--- config.mk ---
export PLATFORM = sky130hd
export DESIGN_NAME = parking_timer_bank_flat
export DESIGN_NICKNAME = d
export VERILOG_FILES = /design/src/rtl/parking_timer_bank_if.sv /design/src/rtl/parking_timer_bank.sv /design/src/flat_wrapper.sv
export SDC_FILE = /design/constraint.sdc
export NUM_CORES = 1
export LEC_CHECK = 0
export ABC_AREA = 1
export BUFFER_PORTS_ARGS = -buffer_cell sky130_fd_sc_hd__buf_2
export CAP_MARGIN = 20
export CORE_AREA = 2 2 104 106
export CTS_CLUSTER_DIAMETER = 40
export DETAILED_ROUTE_END_ITERATION = 8
export DIE_AREA = 0 0 106 108
export HOLD_SLACK_MARGIN = 0.08
export PLACE_DENSITY = 0.84
export SLEW_MARGIN = 20
export SYNTH_ARGS = -nofsm -noshare
export SYNTH_HDL_FRONTEND = slang
export SYNTH_SLANG_ARGS = --single-unit
--- constraint.sdc ---
create_clock -name clk -period 6.1 [get_ports clk]
set_clock_uncertainty 0.05 [all_clocks]
set_input_delay 0.61 -clock clk [delete_from_list [all_inputs] [get_ports clk]]
set_output_delay 0.61 -clock clk [all_outputs]
set_load 0.02 [all_outputs]
--- src/rtl/parking_timer_bank_if.sv ---
// parking_timer_bank_if: sensor-side and billing-side signal bundle of the parking timer bank.
//   start/stop  per-slot one-cycle pulses from the gate/slot sensors
//   rd_sel      slot index for the live count readout
//   pause       (only with PARKING_TIMER_PAUSE_EN) freezes the shared prescaler
//   rd_count    registered live count of slot rd_sel
//   tick        one-cycle prescaler pulse
//   running     per-slot "currently timing" flags
//   expired     per-slot sticky overstay flags
//   done_*      one-cycle final-duration report toward billing/display
interface parking_timer_bank_if #(
  parameter int NUM_SLOTS = 4,
  parameter int SEL_W     = 2,
  parameter int CNT_W     = 10
);
  logic [NUM_SLOTS-1:0] start;
  logic [NUM_SLOTS-1:0] stop;
  logic [SEL_W-1:0]     rd_sel;
`ifdef PARKING_TIMER_PAUSE_EN
  logic                 pause;
`endif
  logic [CNT_W-1:0]     rd_count;
  logic                 tick;
  logic [NUM_SLOTS-1:0] running;
  logic [NUM_SLOTS-1:0] expired;
  logic                 done_valid;
  logic [SEL_W-1:0]     done_slot;
  logic [CNT_W-1:0]     done_count;
`ifdef PARKING_TIMER_PAUSE_EN
  modport master (output start, stop, rd_sel, pause,
                  input rd_count, tick, running, expired, done_valid, done_slot, done_count);
  modport slave  (input start, stop, rd_sel, pause,
                  output rd_count, tick, running, expired, done_valid, done_slot, done_count);
`else
  modport master (output start, stop, rd_sel,
                  input rd_count, tick, running, expired, done_valid, done_slot, done_count);
  modport slave  (input start, stop, rd_sel,
                  output rd_count, tick, running, expired, done_valid, done_slot, done_count);
`endif
endinterface

--- src/rtl/parking_timer_bank.sv ---
// parking_timer_bank: multi-slot parking-duration timer with shared prescaler and queued duration reports.
//   clk    system clock, rising edge
//   reset  asynchronous active-high reset
//   pif    parking_timer_bank_if.slave (start/stop/rd_sel[/pause] in; tick/running/expired/rd_count/done_* out)
// Optional feature: define PARKING_TIMER_PAUSE_EN to add the pause input that freezes the prescaler.
module parking_timer_bank #(
  parameter int NUM_SLOTS = 4,
  parameter int SEL_W     = 2,
  parameter int CNT_W     = 10,
  parameter int PRESCALE  = 100,
  parameter int MAX_TIME  = 600
) (
  input logic                 clk,
  input logic                 reset,
  parking_timer_bank_if.slave pif
);
  localparam int PW = $clog2(PRESCALE);
  typedef enum logic [1:0] {IDLE, RUN, HOLD} state_t;
  state_t                         state_q [NUM_SLOTS];
  state_t                         state_d [NUM_SLOTS];
  logic [PW-1:0]                  pre_q, pre_d;
  logic [NUM_SLOTS-1:0][CNT_W-1:0] cnt_q, cnt_d, snap_q, snap_d, upd;
  logic [NUM_SLOTS-1:0]           pend_q, pend_d, exp_q, exp_d;
  logic [CNT_W-1:0]               rd_q, rd_d, dc_q, dc_d;
  logic [SEL_W-1:0]               ds_q, ds_d, pick;
  logic                           dv_q, pick_v, pause, tick;
`ifdef PARKING_TIMER_PAUSE_EN
  assign pause = pif.pause;
`else
  assign pause = 1'b0;
`endif
  assign tick  = !pause && pre_q == PW'(PRESCALE - 1);
  assign pre_d = pause ? pre_q : tick ? '0 : pre_q + PW'(1);
  // Lowest pending index wins; scanning downward lets the last hit be the lowest.
  always_comb begin
    pick_v = 1'b0;
    pick   = '0;
    for (int i = NUM_SLOTS - 1; i >= 0; i--)
      if (pend_q[i]) begin
        pick_v = 1'b1;
        pick   = SEL_W'(i);
      end
  end
  always_comb begin
    state_d = state_q;
    cnt_d   = cnt_q;
    snap_d  = snap_q;
    pend_d  = pend_q;
    exp_d   = exp_q;
    upd     = cnt_q;
    for (int i = 0; i < NUM_SLOTS; i++) begin
      // Saturating increment; the snapshot on stop includes a coincident tick.
      upd[i] = (tick && cnt_q[i] != '1) ? cnt_q[i] + CNT_W'(1) : cnt_q[i];
      case (state_q[i])
        IDLE: if (pif.start[i]) begin
          cnt_d[i]   = '0;
          exp_d[i]   = 1'b0;
          state_d[i] = RUN;
        end
        RUN: begin
          cnt_d[i] = upd[i];
          if (32'(upd[i]) >= MAX_TIME) exp_d[i] = 1'b1;
          if (pif.stop[i]) begin
            snap_d[i]  = upd[i];
            pend_d[i]  = 1'b1;
            state_d[i] = HOLD;
          end
        end
        default: if (pick_v && pick == SEL_W'(i)) begin
          pend_d[i]  = 1'b0;
          state_d[i] = IDLE;
        end
      endcase
    end
  end
  assign rd_d = (32'(pif.rd_sel) < NUM_SLOTS) ? cnt_q[pif.rd_sel] : '0;
  assign ds_d = pick_v ? pick : ds_q;
  assign dc_d = pick_v ? snap_q[pick] : dc_q;
  always_ff @(posedge clk or posedge reset)
    if (reset) begin
      pre_q   <= '0;
      state_q <= '{default: IDLE};
      cnt_q   <= '0;
      snap_q  <= '0;
      pend_q  <= '0;
      exp_q   <= '0;
      rd_q    <= '0;
      dv_q    <= 1'b0;
      ds_q    <= '0;
      dc_q    <= '0;
    end else begin
      pre_q   <= pre_d;
      state_q <= state_d;
      cnt_q   <= cnt_d;
      snap_q  <= snap_d;
      pend_q  <= pend_d;
      exp_q   <= exp_d;
      rd_q    <= rd_d;
      dv_q    <= pick_v;
      ds_q    <= ds_d;
      dc_q    <= dc_d;
    end
  for (genvar g = 0; g < NUM_SLOTS; g++) begin : g_run
    assign pif.running[g] = state_q[g] == RUN;
  end
  assign pif.tick       = tick;
  assign pif.expired    = exp_q;
  assign pif.rd_count   = rd_q;
  assign pif.done_valid = dv_q;
  assign pif.done_slot  = ds_q;
  assign pif.done_count = dc_q;
endmodule

--- src/flat_wrapper.sv ---
// flat-port wrapper written by rule: the top's interface ports become plain ports
module parking_timer_bank_flat 
#(
  parameter int NUM_SLOTS = 4,
  parameter int SEL_W     = 2,
  parameter int CNT_W     = 10,
  parameter int PRESCALE  = 100,
  parameter int MAX_TIME  = 600
)
  (clk, reset, pif_start, pif_stop, pif_rd_sel, pif_rd_count, pif_tick, pif_running, pif_expired, pif_done_valid, pif_done_slot, pif_done_count);
  parking_timer_bank_if #(.NUM_SLOTS(NUM_SLOTS), .SEL_W(SEL_W), .CNT_W(CNT_W)) pif_i ();
  input logic clk;
  input logic reset;
  input wire logic [$bits(pif_i.start)-1:0] pif_start;
  input wire logic [$bits(pif_i.stop)-1:0] pif_stop;
  input wire logic [$bits(pif_i.rd_sel)-1:0] pif_rd_sel;
  output wire logic [$bits(pif_i.rd_count)-1:0] pif_rd_count;
  output wire logic [$bits(pif_i.tick)-1:0] pif_tick;
  output wire logic [$bits(pif_i.running)-1:0] pif_running;
  output wire logic [$bits(pif_i.expired)-1:0] pif_expired;
  output wire logic [$bits(pif_i.done_valid)-1:0] pif_done_valid;
  output wire logic [$bits(pif_i.done_slot)-1:0] pif_done_slot;
  output wire logic [$bits(pif_i.done_count)-1:0] pif_done_count;
  assign pif_i.start = pif_start;
  assign pif_i.stop = pif_stop;
  assign pif_i.rd_sel = pif_rd_sel;
  assign pif_rd_count = pif_i.rd_count;
  assign pif_tick = pif_i.tick;
  assign pif_running = pif_i.running;
  assign pif_expired = pif_i.expired;
  assign pif_done_valid = pif_i.done_valid;
  assign pif_done_slot = pif_i.done_slot;
  assign pif_done_count = pif_i.done_count;
  parking_timer_bank #(.NUM_SLOTS(NUM_SLOTS), .SEL_W(SEL_W), .CNT_W(CNT_W), .PRESCALE(PRESCALE), .MAX_TIME(MAX_TIME)) u_core (.clk(clk), .reset(reset), .pif(pif_i));
endmodule
==> summary.txt, run 1 <==
Synth
  – Syn nets: 878
  – Post-synthesis cell area: 6570 um2
  – Distinct cells, synth: 34
  – Largest area contributor in the netlist: dfrtp_1
  – Post-synthesis sequential area ratio: 48.0%
  – Top cell type's share of synthesized area: 48.0%
  – Synth Register Bits: 126
  – Ys async rst share: 100%
  – Synth Flop Type: dfrtp_1
  – Number of synthesized flops with an enable pin: 0
  – YS warnings: 0
  – Largest cells by area after synthesis: dfrtp_1, nand2_1, inv_1
  – Syn Inst Count: 861
  – Post-synthesis area per instance: 7.62 um2

Floorplan
  – Num ports: 44
  – Row cnt: 37
  – Initial Utilization: 64.2%
  – Core area: 10200 um2
  – Die X: 106 um
  – Die Ht: 108 um
  – Die area: 11400 um2

Critical path
  – CP Class: flop to output pin
  – Worst Path Arrival: 2.09 ns
  – CP Launch Type: flop
  – Crit path buf inv count: 1
  – Peak fanout along the critical path: 25
  – Crit end category: output pin
  – Slowest Stage Delay on Critical Path: 0.56 ns
  – Worst path top cell family by delay: simple AND/OR/NAND/NOR gates
  – R2R Path Start: u_core.pre_q[0]$_DFF_PP0_
  – Worst Path Required: 5.44 ns
  – CP startpoint: u_core.pre_q[0]$_DFF_PP0_
  – Slowest CP cell: nor2_4
  – Critical path, cell by cell: ha_1, nand2_1, nor2_4, buf_2
  – FF-to-FF setup slack: 3.56 ns

Finish
  – Post-layout util: 72.3%
  – Fraction of layout cells with a size suffix above 1: 10.9%
  – Sequential standard cell area: 3150 um2
  – Commonest non-fill, non-tap cell in the layout: nand2_1
  – Final cell count without fillers: 1043
  – Fill cells: 787
  – Area Growth Syn to Fin: 12.6%
  – Final Net Count: 911
  – Ant diodes: 0
  – Area of the multi-input gates: 2830 um2
  – Commonest cells after routing, fill and taps aside: nand2_1, dfrtp_1, inv_1

Place
  – GPL Wtd Cong: 0.951
  – HPWL after DPL: 12.6 mm
  – Placed cells: 1011
  – # port buffers: 43

STA
  – Slew headroom: 36.6%
  – Setup TNS Final: 0 ns
  – Final hold violation count: 0
  – Period utilisation layout: 45.1%
  – Max Freq: 0.364 GHz
  – Worst-margin pin slew: 0.952 ns
  – Minimum clock period: 2.75 ns
  – Slew Limit Fails: 0
  – Final setup vio count: 0
  – RSZ-0062 raised after global routing: false

Clocking
  – CTS tree: built
  – H-Tree Depth: 4
  – CTS root buf: clkbuf_8
  – Clock buffer count from CTS: 17
  – Hold buffers post-CTS: 0
  – CTS clk-pin slew, worst paths: 0.06 ns
  – Post-CTS Resized: 0
  – CTS sink count: 126
  – Worst-skew pair later-pin latency: 0.54 ns
  – Max clock buf depth: 2
  – Post-CTS setup buffers: 0

Drt
  – Remaining DRCs: 0
  – DR WL met2: 8.72 mm
  – Via Count: 6118
  – Met3 WL: 1.37 mm
  – Max layer used: met5
  – DR vias/cell: 5.87
  – 1st-pass router iterations: 5
  – Met1 Wirelength: 7.10 mm
  – Routed WL: 17.9 mm
  – Antenna-violating nets left: 0
  – Initial DRC count: 564
  – Drt wl/cell: 17.1 um

Global route
  – Largest net degree at the start of global routing: 76
  – Initial antenna violation count: 1
  – First-pass GRT wire length: 29.4 mm
  – Grt total ovfl: 0
  – Vias in the first global route: 6026
  – Total GRT Usage: 33.4%

Power and ir drop
  – Pwr dens: 353 nW/um2
  – VDD IR max: 0.283 mV
  – Lkg Pwr: 3.79 nW

Hold path
  – Worst min path class: primary input to async pin

Status
  – Status: finished, final reports clean

Job
  – Max-Cap Viols: 0
==> routing by layer <==
layer  up-vias  track usage [%]
met5         -                0
li1       2863                -
met2       299             55.5
met1      2892             41.3
met3        62             7.23
met4         2             17.5
==> Yosys cell counts (2+ instances only) <==
| cell type | instances |
|---|---|
| a21oi_1 | 43 |
| a221oi_1 | 11 |
| a31oi_1 | 4 |
| buf_1 | 2 |
| buf_2 | 3 |
| buf_4 | 7 |
| buf_6 | 3 |
| clkbuf_1 | 15 |
| dfrtp_1 | 126 |
| ha_1 | 5 |
| inv_1 | 103 |
| inv_2 | 7 |
| nand2_1 | 271 |
| nand2_2 | 6 |
| nand3_1 | 37 |
| nand3_2 | 3 |
| nand4_1 | 17 |
| nor2_1 | 54 |
| nor2_2 | 2 |
| nor2_4 | 2 |
| nor3_1 | 8 |
| o21ai_0 | 75 |
| o21ai_1 | 10 |
| o22ai_1 | 23 |
| xor2_1 | 15 |
==> sequential cells by signal, indices dropped and copies added, names as in the netlist <==
| register | flops |
|---|---|
| u_core.pif.done_valid | 1 |
| u_core.pre_q | 7 |
| u_core.snap_q | 40 |
| u_core.cnt_q | 40 |
| u_core.state_q | 8 |
| u_core.pif.done_slot | 2 |
| u_core.pif.expired | 4 |
| u_core.pif.done_count | 10 |
| u_core.pif.rd_count | 10 |
| u_core.pend_q | 4 |
==> cell type report <==
type                            count  share of cell area (%)
Sequential cell                   126                    42.6
Multi-Input combinational cell    594                    38.3
Inverter                          111                    5.67
Clock buffer                       18                    5.65
Timing Repair Buffer               44                    3.01
Clock inverter                     14                    2.45
Tap cell                          136                    2.30
==> power by group <==
part	switching, W	total [W]	internal (W)	leakage (nW)
clock	0.000406	0.00104	0.000630	0.279
combinational	0.000418	0.000557	0.000139	1.92
sequential	0.0000731	0.00102	0.000942	1.58
==> cells by family after synthesis <==
kind of cell,after synthesis,share of synthesized area [%]
DFF,126,48.0
AOI/OAI and AO/OA,170,14.3
and+or+nand+nor,403,25.6
adders and majority gates,5,0.953
xor gates and xnor gates,16,2.25
buffers and inverters,141,8.86
==> final timing paths <==
check                                                  endpoint  cells after the start
min                                u_core.cnt_q[11]$_DFFE_PP0P_                      2
min reg2reg                   u_core.pif.expired[2]$_DFFE_PP0P_                      2
max reg2reg                   u_core.pif.expired[1]$_DFFE_PP0P_                     12
max                                                    pif_tick                      4
max in group asynchronous  u_core.pif.done_count[0]$_DFFE_PP0P_                      3
min in group clk                  u_core.state_q[6]$_DFFE_PP0P_                      4
==> stage by stage <==
| stage | hold slack, ns | total power, W | setup slack (ns) | area [um2] |
|---|---|---|---|---|
| after global routing | 0.176 | 0.00271 | 3.24 | 7390 |
| after global placement | 0.405 | 0.00155 | 3.72 | 6800 |
| after detailed placement | 0.409 | 0.00156 | 3.58 | 6800 |
| after CTS | 0.139 | 0.00259 | 3.35 | 7390 |
| final | 0.109 | 0.00261 | 3.35 | 7390 |
| after floorplan | 0.392 | 0.00139 | 2.08 | 6570 |
No activity file was read; power rests on OpenSTA's default activity.
==> inputs of run 2 (changes only) <==
- CORE_AREA: 2 2 104 106 -> 2 2 113 115
- DIE_AREA: 0 0 106 108 -> 0 0 115 117
- PLACE_DENSITY: 0.84 -> 0.76
- clock period: 6.1 -> 2.2 ns (I/O delays scaled with it)
==> summary.txt, run 2 (same netlist as run 1, synthesis figures left out) <==
Floorplan
  – Die area: 13500 um2
  – Die X: 115 um
  – Row cnt: 41
  – Die Ht: 117 um
  – Initial Utilization: 53.3%
  – Core area: 12300 um2
  – Num ports: 44

Power and ir drop
  – Pwr dens: 939 nW/um2
  – Reg power frac: 38.2%
  – Net Sw Power: 0.00235 W
  – VDD IR max: 0.666 mV
  – Logic pwr share: 22.7%
  – Switching fraction of total power: 32.2%
  – Clk network pwr share: 39.1%
  – Lkg Pwr: 4.00 nW
  – Total Power: 0.00729 W
  – Internal power: 0.00494 W

Job
  – Max-Cap Viols: 0

Clocking
  – Max clock buf depth: 2
  – CTS clk-pin slew, worst paths: 0.06 ns
  – CTS sink count: 126
  – Worst-skew pair later-pin latency: 0.42 ns
  – H-Tree Depth: 4
  – Clock buffer count from CTS: 17
  – CTS tree: built
  – CTS root buf: clkbuf_16

STA
  – Worst setup margin: 0.103 ns
  – Minimum clock period: 2.10 ns
  – Worst-margin pin slew: 0.568 ns
  – Slew Limit Fails: 0
  – Max Freq: 0.477 GHz
  – Slew headroom: 62.1%
  – Final hold violation count: 0
  – RSZ-0062 raised after global routing: true
  – WHS: 0.134 ns
  – Final setup vio count: 0
  – Period utilisation layout: 95.3%

Hold path
  – Hold Crit Endpoint: u_core.cnt_q[32]$_DFFE_PP0P_
  – Hold Path Stages: 4
  – Worst min path class: primary input to flop
  – Worst hold start: pif_start[3]

Drt
  – Drt wl/cell: 15.8 um
  – Antenna-violating nets left: 0
  – Via Count: 6032
  – DR vias/cell: 5.53
  – 1st-pass router iterations: 5
  – Remaining DRCs: 0
  – Routed WL: 17.3 mm
  – Initial DRC count: 514

Critical path
  – CP Launch Type: flop
  – CP Class: flop to flop
  – Peak fanout along the critical path: 12
  – Worst Path Required: 2.46 ns
  – CP startpoint: u_core.pre_q[0]$_DFF_PP0_
  – R2R Path Start: u_core.pre_q[0]$_DFF_PP0_
  – R2R Path End: u_core.pif.expired[2]$_DFFE_PP0P_
  – R2R depth: 14
  – Worst Path Arrival: 2.36 ns
  – FF-to-FF setup slack: 0.10 ns
  – Crit end category: flop

Finish
  – Final Net Count: 946
  – Final cell area excluding filler cells: 7770 um2
  – Ant diodes: 0
  – Fraction of layout cells with a size suffix above 1: 15.1%
  – Area Growth Syn to Fin: 18.3%
  – Largest registers: u_core.cnt_q (40), u_core.snap_q (40)
  – Commonest cells after routing, fill and taps aside: nand2_1, dfrtp_1, inv_1
  – Commonest non-fill, non-tap cell in the layout: nand2_1
  – Fill cells: 1045

Global route
  – Largest net degree at the start of global routing: 103
  – Vias in the first global route: 5468
  – First-pass GRT wire length: 27.6 mm
  – Total GRT Usage: 26.9%
  – Grt total ovfl: 0
  – Initial antenna violation count: 0

Status
  – Status: finished, final reports clean

Place
  – HPWL after DPL: 12.5 mm
  – Setup WS pre-CTS: -0.00668 ns
  – Placed Area: 7040 um2
  – # port buffers: 43
  – GPL Wtd Cong: 0.889
==> run 2: per-stage QoR <==
stage	util [%]	setup TNS (ns)	instances
after global routing	63.1	-0.125	1091
after detailed placement	57.2	-0.00668	1054
final	63.1	0	1091
after floorplan	-	0	861
after CTS	62.4	0	1089
after global placement	57.2	0	1054
==> run 2: worst max-delay path: stages (launching register included) <==
cell	delay (ns)
dfrtp_1	0.38
ha_2	0.21
nand2_1	0.09
nor2_4	0.17
buf_4	0.13
buf_6	0.14
nand2_4	0.12
inv_1	0.13
nand2_1	0.06
nand2_1	0.14
o21ai_0	0.09
nand3_1	0.12
nand2_1	0.06
nand2_1	0.05
nand2_1	0.04
==> run 2: area by class of cell <==
type / instances / area (um2) / share of cell area, %
Inverter: 111 / 420 / 5.41
Sequential cell: 126 / 3160 / 40.6
Clock buffer: 21 / 460 / 5.93
Multi-Input combinational cell: 594 / 2880 / 37.1
Timing Repair Buffer: 79 / 519 / 6.69
Tap cell: 150 / 188 / 2.42
Clock inverter: 10 / 139 / 1.79
==> run 2: routing by layer <==
layer / track usage, % / vias up / part of all wire (%)
li1: - / 2933 / -
met1: 37.2 / 2835 / 44
met2: 42.8 / 236 / 47
met3: 5.61 / 28 / 6.5
met4: 9.08 / 0 / 2.2
met5: 0 / - / 0
==> run 2: what timing repair did <==
| item | 4_1_cts | 5_1_grt |
|---|---|---|
| pin swaps | 0 | 3 |
| setup endpoints to repair | 1 | 17 |
| buffers inserted | 0 | 2 |
| hold buffers | 4 | 0 |
| resized for setup | 1 | 20 |
| endpoints found under the hold margin | 129 | 0 |
==> run 2: how the worst max path moves through the flow <==
stage                                              to  slack [ns]
floorplan           u_core.pif.expired[1]$_DFFE_PP0P_        0.36
global placement    u_core.pif.expired[2]$_DFFE_PP0P_        0.06
detailed placement  u_core.pif.expired[2]$_DFFE_PP0P_      -0.007
CTS                 u_core.pif.expired[2]$_DFFE_PP0P_        0.03
global route        u_core.pif.expired[2]$_DFFE_PP0P_       -0.09
finish              u_core.pif.expired[2]$_DFFE_PP0P_        0.10
==> run 2: power by group through the flow <==
stage / clock, W / sequential (W) / combinational [W]
final: 0.00285 / 0.00278 / 0.00166
after CTS: 0.00288 / 0.00277 / 0.00166
after global routing: 0.00299 / 0.00281 / 0.00183
after floorplan: 0 / 0.00293 / 0.000941
after global placement: 0 / 0.00281 / 0.00162
after detailed placement: 0 / 0.00281 / 0.00164
==> inputs of run 3 (changes only) <==
- ABC_AREA: 1 -> unset
- BUFFER_PORTS_ARGS: -buffer_cell sky130_fd_sc_hd__buf_2 -> unset
- CORE_AREA: 2 2 113 115 -> 2 2 111 113
- DIE_AREA: 0 0 115 117 -> 0 0 113 115
- DONT_BUFFER_PORTS: unset -> 1
- PLACE_DENSITY: 0.76 -> 0.77
==> summary.txt, run 3 <==
Power and ir drop
  – Total Power: 0.00829 W
  – Clk network pwr share: 32.5%
  – VDD IR max: 0.870 mV
  – Logic pwr share: 27.9%
  – Lkg Pwr: 3.67 nW
  – Internal power: 0.00517 W
  – Reg power frac: 39.7%
  – Net Sw Power: 0.00312 W
  – Pwr dens: 992 nW/um2
  – Switching fraction of total power: 37.7%

Drt
  – 1st-pass router iterations: 8
  – Drt wl/cell: 21.2 um
  – Routed WL: 20.3 mm
  – Remaining DRCs: 2
  – Via Count: 6214
  – DR vias/cell: 6.50
  – Antenna-violating nets left: 0
  – Initial DRC count: 732

STA
  – Worst-margin pin slew: 0.871 ns
  – RSZ-0062 raised after global routing: true
  – Period utilisation layout: 103%
  – Worst setup margin: -0.0638 ns
  – Max Freq: 0.442 GHz
  – Minimum clock period: 2.26 ns
  – Slew Limit Fails: 0
  – Final hold violation count: 0
  – Setup TNS Final: -0.0695 ns
  – Slew headroom: 41.8%
  – Final setup vio count: 2

Synth
  – Ys async rst share: 100%
  – Xor-xnor portion of the synthesized cell area: 2.73%
  – Synth Register Bits: 126
  – Top cell type's share of synthesized area: 46.8%
  – Largest area contributor in the netlist: dfrtp_1
  – Synth Area in Adders: 0.929%
  – Distinct cells, synth: 63
  – Post-synthesis sequential area ratio: 46.8%
  – Number of synthesized flops with an enable pin: 0
  – Most numerous cell in the Yosys netlist: dfrtp_1
  – Post-synthesis mux area share: 6.83%
  – YS warnings: 0
  – Largest cells by area after synthesis: dfrtp_1, nand2_1, o21ai_0
  – Synth Flop Type: dfrtp_1
  – Syn nets: 741
  – Largest family of logic cells by synthesized area: simple AND/OR/NAND/NOR gates
  – Syn Inst Count: 724
  – Post-synthesis area per instance: 9.31 um2
  – Synth Area in Compound Gates: 18.9%
  – Post-synthesis cell area: 6740 um2
  – Post-Synth Simple-Gate Area: 19.4%
  – Top cells by count, synth: dfrtp_1, nand2_1, o21ai_0, nor2_1, clkbuf_1

Critical path
  – Slowest Stage Delay on Critical Path: 0.49 ns
  – CP endpoint: u_core.pif.expired[3]$_DFFE_PP0P_
  – Critical path, cell by cell: ha_4, and4bb_4, nand2_8, or4_4, or4b_4, a31oi_1, o22ai_1
  – R2R Path Start: u_core.pre_q[1]$_DFF_PP0_
  – Crit end category: flop
  – Worst Path Arrival: 2.52 ns
  – Slowest CP cell: or4b_4
  – R2R Path End: u_core.pif.expired[3]$_DFFE_PP0P_
  – CP Launch Type: flop
  – R2R depth: 7
  – FF-to-FF setup slack: -0.06 ns
  – CP Class: flop to flop
  – Worst Path Required: 2.46 ns
  – Peak fanout along the critical path: 8
  – CP startpoint: u_core.pre_q[1]$_DFF_PP0_

Floorplan
  – Row cnt: 40
  – Initial Utilization: 57.0%
  – Die area: 13000 um2
  – Num ports: 44
  – Die Ht: 115 um
  – Die X: 113 um
  – Core area: 11800 um2

Clocking
  – Worst-skew pair later-pin latency: 0.44 ns
  – CTS sink count: 126
  – CTS clk-pin slew, worst paths: 0.06 ns
  – Max clock buf depth: 2
  – H-Tree Depth: 4
  – Clock buffer count from CTS: 17
  – CTS root buf: clkbuf_16
  – CTS tree: built

Status
  – Status: complete, but fails checks
  – Failing checks: DRC, setup timing

Finish
  – Final Net Count: 813
  – Commonest cells after routing, fill and taps aside: dfrtp_1, nand2_1, buf_4
  – Ant diodes: 0
  – Final cell count without fillers: 956
  – Fill cells: 858
  – Largest registers: u_core.cnt_q (40), u_core.snap_q (40)
  – Commonest non-fill, non-tap cell in the layout: dfrtp_1
  – Post-layout util: 70.8%
  – Fraction of layout cells with a size suffix above 1: 22.6%
  – Area Growth Syn to Fin: 24.0%

Global route
  – Vias in the first global route: 5955
  – Total GRT Usage: 32.5%
  – Initial antenna violation count: 0
  – Grt total ovfl: 0
  – First-pass GRT wire length: 32.2 mm
  – Largest net degree at the start of global routing: 44

Hold path
  – Worst min path class: primary input to flop
  – Worst hold start: pif_start[1]

Place
  – Placed cells: 907
  – HPWL after DPL: 14.0 mm
  – GPL Wtd Cong: 0.965
  – # port buffers: 0

Job
  – Max-Cap Viols: 0
-- run 3: worst min-delay path by stage --
| stage | endpoint | slack [ns] | cells past startpoint |
|---|---|---|---|
| 6_report | u_core.cnt_q[12]$_DFFE_PP0P_ | 0.16 | 3 |
| 5_1_grt | u_core.cnt_q[12]$_DFFE_PP0P_ | 0.21 | 3 |
| 4_1_cts | u_core.cnt_q[12]$_DFFE_PP0P_ | 0.15 | 3 |
| 3_5_place_dp | u_core.cnt_q[10]$_DFFE_PP0P_ | 0.22 | 1 |
| 3_3_place_gp | u_core.cnt_q[11]$_DFFE_PP0P_ | 0.20 | 1 |
| 2_1_floorplan | u_core.snap_q[11]$_DFFE_PP0P_ | 0.29 | 1 |
-- run 3: cell type report --
| class | count | area [um2] | share of cell area [%] |
|---|---|---|---|
| multi-input combinational | 525 | 3510 | 42.0 |
| sequential | 126 | 3150 | 37.7 |
| timing repair buffer | 104 | 850 | 10.2 |
| clock buffer | 19 | 453 | 5.42 |
| tap | 147 | 184 | 2.20 |
| clock inverter | 13 | 116 | 1.39 |
| inverter | 22 | 88.8 | 1.06 |
-- run 3: stage by stage --
step                      setup slack [ns]  hold WS [ns]  cell area, um2
after global placement              0.0116         0.203            7410
after detailed placement           -0.0683         0.222            7410
after CTS                          -0.0633         0.148            8190
after floorplan                    0.00349         0.289            6760
final                              -0.0638         0.163            8360
after global routing                -0.128         0.206            8360
-- run 3: repair_timing --
action | 4_1_cts | 5_1_grt
resized for setup | 13 | 26
pin swaps | 4 | 9
hold buffers | 13 | 0
endpoints found under the hold margin | 57 | 0
endpoints found under the setup margin | 16 | 25
setup buffers | 3 | 1
gates cloned | 0 | 0
-- run 3: cells by family after synthesis --
logic type      Yosys count
compound gates          194
xor+xnor                 21
fa+ha+maj                 5
buf+inv                  73
flops                   126
mux                      32
simple gates            273
-- run 3: per-layer routing --
metal,vias up,share of wire [%],global-route usage [%]
li1,2754,-,-
met1,3052,41,44.8
met2,350,48,51.1
met3,58,7.9,7.01
met4,0,3.2,12.2
met5,-,0,0
-- run 3: power groups by stage --
stage | registers [W] | logic, W | clock network, W
2_1_floorplan | 0.00309 | 0.00159 | 0
3_3_place_gp | 0.00327 | 0.00213 | 0
3_5_place_dp | 0.00329 | 0.00220 | 0
4_1_cts | 0.00327 | 0.00227 | 0.00271
5_1_grt | 0.00333 | 0.00252 | 0.00282
6_report | 0.00329 | 0.00231 | 0.00269
-- run 3: worst max-delay path, delay by kind of cell (launching register included) --
kind                       cells  cell delay, ns
AOI/OAI and AO/OA              2            0.24
adders and majority gates      1            0.15
DFF                            1            0.39
and+or+nand+nor                4            1.30
